==> config.mk <==
export PLATFORM = sky130hd
export DESIGN_NAME = chan_mux_seq
export DESIGN_NICKNAME = d
export VERILOG_FILES = /design/src/rtl/chan_mux_seq.sv
export SDC_FILE = /design/constraint.sdc
export NUM_CORES = 1
export LEC_CHECK = 0
export CORE_MARGIN = 2
export CORE_UTILIZATION = 38
export DETAILED_ROUTE_END_ITERATION = 7
export GPL_ROUTABILITY_DRIVEN = 0
export GPL_TIMING_DRIVEN = 0
export PLACE_DENSITY = 0.71
export SLEW_MARGIN = 20
export SYNTH_ARGS = -nofsm -noshare
export SYNTH_HDL_FRONTEND = slang
export SYNTH_SLANG_ARGS = --single-unit
==> constraint.sdc <==
create_clock -name clk -period 1.3 [get_ports clk]
set_input_delay 0.39 -clock clk [delete_from_list [all_inputs] [get_ports clk]]
set_output_delay 0.39 -clock clk [all_outputs]
set_load 0.01 [all_outputs]
==> src/rtl/chan_mux_seq.sv <==
// Registered N:1 channel mux with manual/auto select sequencer and 1-deep valid/ready output.
// Optional channel skip mask: define CHAN_MUX_SEQ_SKIP_MASK_EN to add the ch_mask input.
module chan_mux_seq #(
  parameter int NUM_CH = 8,
  parameter int DATA_W = 1,
  parameter int SEL_W  = $clog2(NUM_CH),
  parameter int DWELL  = 10
) (
  input  logic                     clk,
  input  logic                     rst_n,
  input  logic [NUM_CH*DATA_W-1:0] in_data,
  input  logic                     mode,
  input  logic [SEL_W-1:0]         sel_in,
  input  logic                     en,
`ifdef CHAN_MUX_SEQ_SKIP_MASK_EN
  input  logic [NUM_CH-1:0]        ch_mask,
`endif
  output logic [DATA_W-1:0]        out_data,
  output logic                     out_valid,
  input  logic                     out_ready,
  output logic [SEL_W-1:0]         cur_sel,
  output logic                     wrap,
  output logic                     sel_err
);

  localparam int unsigned          NCH      = NUM_CH;
  localparam int                   CNT_W    = (DWELL > 1) ? $clog2(DWELL) : 1;
  localparam logic [CNT_W-1:0]     CNT_LAST = CNT_W'(DWELL - 1);
  localparam logic [SEL_W-1:0]     SEL_LAST = SEL_W'(NUM_CH - 1);

  logic [DATA_W-1:0] r_data;
  logic              r_valid;
  logic [SEL_W-1:0]  r_sel;
  logic              r_wrap;
  logic              r_err;
  logic [CNT_W-1:0]  r_cnt;

  logic [SEL_W-1:0]  w_next;
  logic              w_found;
  logic              w_wrap_nx;
  logic              w_sel_ok;
  logic              w_load;

  assign w_sel_ok = (32'(sel_in) < 32'(NUM_CH));

`ifdef CHAN_MUX_SEQ_SKIP_MASK_EN
  // Circular search from r_sel+1; i == NCH lands back on r_sel itself.
  always_comb begin
    w_next  = r_sel;
    w_found = 1'b0;
    for (int unsigned i = 1; i <= NCH; i++) begin
      if (!w_found && !ch_mask[SEL_W'((32'(r_sel) + i) % NCH)]) begin
        w_next  = SEL_W'((32'(r_sel) + i) % NCH);
        w_found = 1'b1;
      end
    end
    w_wrap_nx = w_found && (w_next <= r_sel);
  end
`else
  always_comb begin
    w_found   = 1'b1;
    w_wrap_nx = (r_sel == SEL_LAST);
    w_next    = w_wrap_nx ? '0 : r_sel + 1'b1;
  end
`endif

  // A fully masked scan stops producing samples; held data still drains.
  assign w_load = en && (!r_valid || out_ready) && !(mode && !w_found);

  always_ff @(posedge clk or negedge rst_n) begin
    if (!rst_n) begin
      r_data  <= '0;
      r_valid <= 1'b0;
      r_sel   <= '0;
      r_wrap  <= 1'b0;
      r_err   <= 1'b0;
      r_cnt   <= '0;
    end else begin
      r_wrap <= 1'b0;
      if (w_load) begin
        r_data  <= in_data[r_sel*DATA_W +: DATA_W];
        r_valid <= 1'b1;
      end else if (out_ready) begin
        r_valid <= 1'b0;
      end
      if (!mode) begin
        r_cnt <= '0;
        if (w_sel_ok) r_sel <= sel_in;
        else          r_err <= 1'b1;
      end else if (en) begin
        if (r_cnt == CNT_LAST) begin
          r_cnt <= '0;
          if (w_found) begin
            r_sel  <= w_next;
            r_wrap <= w_wrap_nx;
          end
        end else begin
          r_cnt <= r_cnt + 1'b1;
        end
      end
    end
  end

  assign out_data  = r_data;
  assign out_valid = r_valid;
  assign cur_sel   = r_sel;
  assign wrap      = r_wrap;
  assign sel_err   = r_err;

endmodule

Yosys cells after proc, flatten, opt, wreduce, memory -nomap -nowiden
Cells that the tools add are included.

Register bits: 10. Latch bits: 0. RAM bits: 0. Bits in read-only memories: 0. Output and inout bits: 7. Logic and storage cells: 29. Memories kept: 0.

Add/sub/neg operators: 2. $mul: 0. Divide/modulo/power cells: 0. Magnitude comparators: 0. Eq/ne operators: 4. Shifts and indexed selects: 1. Muxes and demuxes: 12. Bitwise operators: 0. Reductions and logical operators: 5.

Operator list (count): $mux W3 (4); $mux W4 (3); $shiftx A8 B4 Y1 (1); $mux W1 (5); $add A4 B1 Y4 const B (1); $eq A4 B4 Y1 const B (1); $ne A2 B1 Y1 const B (2); $add A3 B1 Y3 const B (1); $eq A3 B3 Y1 const B (1); $reduce_and A2 Y1 (1); $reduce_bool A2 Y1 (1); $logic_and A1 B1 Y1 (1); $logic_not A1 Y1 (1); $logic_or A1 B1 Y1 (1).

Longest topological paths before layout
Word-level depth: 5. Mapped depth: 5. Mapped depth without buffers: 5.

Least setup slack after synthesis
Ideal clock, no wire load.

Path kind: register to register. Start point: register r_sel[0] (netlist: cur_sel[0]). End point: register r_data (netlist: out_data). Arrival: 1.226 ns. Setup slack: -0.005 ns. Cell stages (with the launch flop): 5. Cells stage by stage: dfrtp_1 -> buf_6 -> mux2i_1 -> mux4_2 -> mux2i_1.

Cells in the longest elaborated chain, start to end: 1.

RTL lines: from (decl) (RTL line 33) `logic [SEL_W-1:0] r_sel;`; from (signal assigned) (RTL line 88) `if (w_sel_ok) r_sel <= sel_in;`; from (signal assigned) (RTL line 94) `r_sel <= w_next;`; $shiftx A8 B4 Y1 (RTL line 81) `r_data <= in_data[r_sel*DATA_W +: DATA_W];`; to (signal assigned) (RTL line 81); to (decl) (RTL line 31) `logic [DATA_W-1:0] r_data;`.

No other way between the ends. A chain may end at the register's enable or synchronous reset.

Worst setup path in the final report
Ends and elaborated chain as after synthesis.

==> impl_metrics.csv <==
group,metric,value,unit
worst_setup_path,worst-r2r-cell-count,4,
job,max-cap-violations,0,
worst_setup_path,worstPathArrival,1.53,ns
worst_setup_path,crit_required,1.49,ns
global_route,grt.total_usage,15.6,%
route,drc,0,
worst_setup_path,cp_num_cells,4,
route,drtAntennaViolNets,0,
cts,numCtsBuffers,3,
placed_design,dpl.cell_count,95,
worst_setup_path,setup.worst_path.start_class,"flop",
sta,hold_viol,0,
route,drt_first_iter_violations,6,
sta,rsz0062_at_grt,"true",
worst_setup_path,max_stage_delay,0.46,ns
synthesis,ys_seq_area_share,40.9,%
route,wirelength,1.35,mm
die,start_util,40.6,%
cells_and_area,stdcell_count,106,
die,die_x,44.1,um
sta,period_minus_slack,1.34,ns
cts,cts_tree,"yes",
cts,cts_hold_buf,0,
cells_and_area,area_growth,51.5,%
cts,clk_latency,0.26,ns
cells_and_area,antenna_cells,0,
sta,whs,0.450,ns
cells_and_area,final_area,927,um2
placed_design,port_buffers,20,
synthesis,ys_warn_count,0,
die,ios,23,
synthesis,netlist_instances,59,
global_route,antenna_found_initial,0,
worst_setup_path,reg2reg_to,"out_data",
worst_setup_path,r2r_slack,-0.04,ns
power,power_density,916,nW/um2
worst_setup_path,cp-startpoint,"cur_sel[0]",
worst_setup_path,r2r_start,"cur_sel[0]",
worst_setup_path,slowest_stage,"mux4_2",
sta,skew,0.00159,ns
cts,cts.sinks,10,
sta,setup_viol,1,
power,leakagePower,0.000434,uW
run_status,violations,"setup timing",
worst_setup_path,cp_common_cell,"mux2i_1",
cts,path_clk_slew,0.07,ns
sta,finalWorstSetupSlack,-0.0385,ns
power,peakVddDrop,0.546,mV
worst_setup_path,crit_type,"reg2reg",
cts,ctsHtreeMaxLevel,1,
cells_and_area,n_fill_cell,139,
synthesis,synth_area,612,um2
run_status,status,"finished with violations",
cts,max-clock-path-buffers,2,
worst_setup_path,cp_max_fo,5,
placed_design,placed_area,832,um2
synthesis,ys_seq_elements,10,
route,wl_per_cell,12.8,um
synthesis,syn_nets,79,
cells_and_area,drive_gt1_share,23.3,%
worst_setup_path,cp_top_family,"multiplexers",
synthesis,syn_area_per_cell,10.4,um2
global_route,overflow,0,
sta,fin_crit_sh,103,%
sta,timing.fmax,747,MHz
die,die_h,44.1,um
global_route,grt_pass1_wl,2.17,mm
cells_and_area,final_nets,111,
route,num_vias,531,
sta,slew_viol_final,0,
route,via_per_inst,5.01,
worst_setup_path,endpoint,"out_data",
placed_design,dp_hpwl,980,um
hold_path,min-delay-path-class,"in2async",
route,drtPass1Iterations,4,
synthesis,synth_cell_types,21,
die,core_area,1510,um2
die,fp-row-count,14,
worst_setup_path,endpoint_kind,"flop",
worst_setup_path,crit_chain,"buf_6 > mux2i_1 > mux4_2 > mux2i_1",
cells_and_area,final_common_cell,"clkdlybuf4s50_1",
global_route,grt_pass1_vias,527,
cts,cts_root_buffer,"clkbuf_4",
global_route,grt_max_degree,11,
cells_and_area,layout_common_cells,"clkdlybuf4s50_1, dfrtp_1, mux2i_1",
die,dieArea,1950,um2
cells_and_area,finish.utilization,61.5,%
worst_setup_path,cp_num_buf_inv,1,
==> synth_stat cells (all sizes together) <==
| library cell | number | area [um2] |
|---|---|---|
| a211o | 1 | 8.76 |
| a21boi | 5 | 37.5 |
| a21oi | 3 | 15.0 |
| and4b | 1 | 10.0 |
| buf | 3 | 23.8 |
| clkbuf | 1 | 3.75 |
| conb | 1 | 3.75 |
| dfrtp | 10 | 250 |
| ha | 4 | 50.1 |
| inv | 2 | 7.51 |
| mux2i | 7 | 70.1 |
| mux4 | 1 | 22.5 |
| nand2 | 5 | 18.8 |
| nand2b | 4 | 25.0 |
| nand3b | 3 | 22.5 |
| nand4b | 1 | 8.76 |
| nor2 | 4 | 15.0 |
| o21ai | 2 | 10.0 |
| xor2 | 1 | 8.76 |
==> per-layer routing <==
layer  up-vias  wire length [um]  global-route usage (%)
met5         -                 0                       0
met3         0                73                    6.53
met2        13               664                    27.9
met4         0                 0                    3.03
met1       252               616                    17.2
li1        266                 -                       -
==> worst reg2reg max path, stage by stage, from the launching register on <==
cell and delay, ns:
dfrtp_1 0.41, buf_6 0.15, mux2i_1 0.12, mux4_2 0.46, mux2i_1 0.13
==> worst min-delay path by stage <==
stage | from | to | slack [ns] | depth (start not counted)
floorplan | rst_n | cur_sel[0] | 0.09 | 0
global placement | out_valid | out_valid | 0.50 | 2
detailed placement | out_valid | out_valid | 0.51 | 2
CTS | en | out_valid | 0.44 | 2
global route | en | out_valid | 0.46 | 2
finish | rst_n | r_cnt[0] | 0.45 | 1
==> stage by stage <==
step,setup WS [ns],power [uW],TNS (ns)
6_report,-0.0385,849,-0.0385
5_1_grt,-0.103,904,-0.235
4_1_cts,-0.0492,865,-0.0592
3_5_place_dp,-0.306,561,-1.87
3_3_place_gp,-0.261,554,-1.54
2_1_floorplan,-0.00532,456,-0.00532
==> where the power goes <==
| group | leakage [uW] | switching, uW | internal, uW | total, uW |
|---|---|---|---|---|
| Clock | 0.0000210 | 105 | 170 | 275 |
| Sequential | 0.000124 | 17.6 | 335 | 352 |
| Combinational | 0.000289 | 86.5 | 135 | 221 |
==> kinds of logic after synthesis <==
family	synth area share [%]
AO/OA/AOI/OAI	11.7
XOR/XNOR	1.43
adder cells (fa/ha/maj)	8.18
buffers and inverters	5.73
flip-flops	40.9
multiplexers	15.1
other	0.613
AND/OR/NAND/NOR	16.4
==> cell type report <==
class	instances	area, um2	share of cell area (%)
plain buffers	4	28.8	3.10
well taps	16	20.0	2.16
clock buffers	4	36.3	3.91
repair buffers	27	245	26.5
flip-flops and latches	10	250	27.0
multi-input cells	43	339	36.6
inverters	2	7.51	0.810
==> state kept, by name, summed over array words and instances, names as in the netlist <==
register	count
out_data	1
wrap	1
out_valid	1
r_cnt	4
cur_sel	3
==> what timing repair did <==
action	4_1_cts	5_1_grt
setup endpoints to repair	10	8
pin swaps	1	3
setup buffers	7	0
gates resized for setup	19	7
Power figures use the tool's default switching activity.
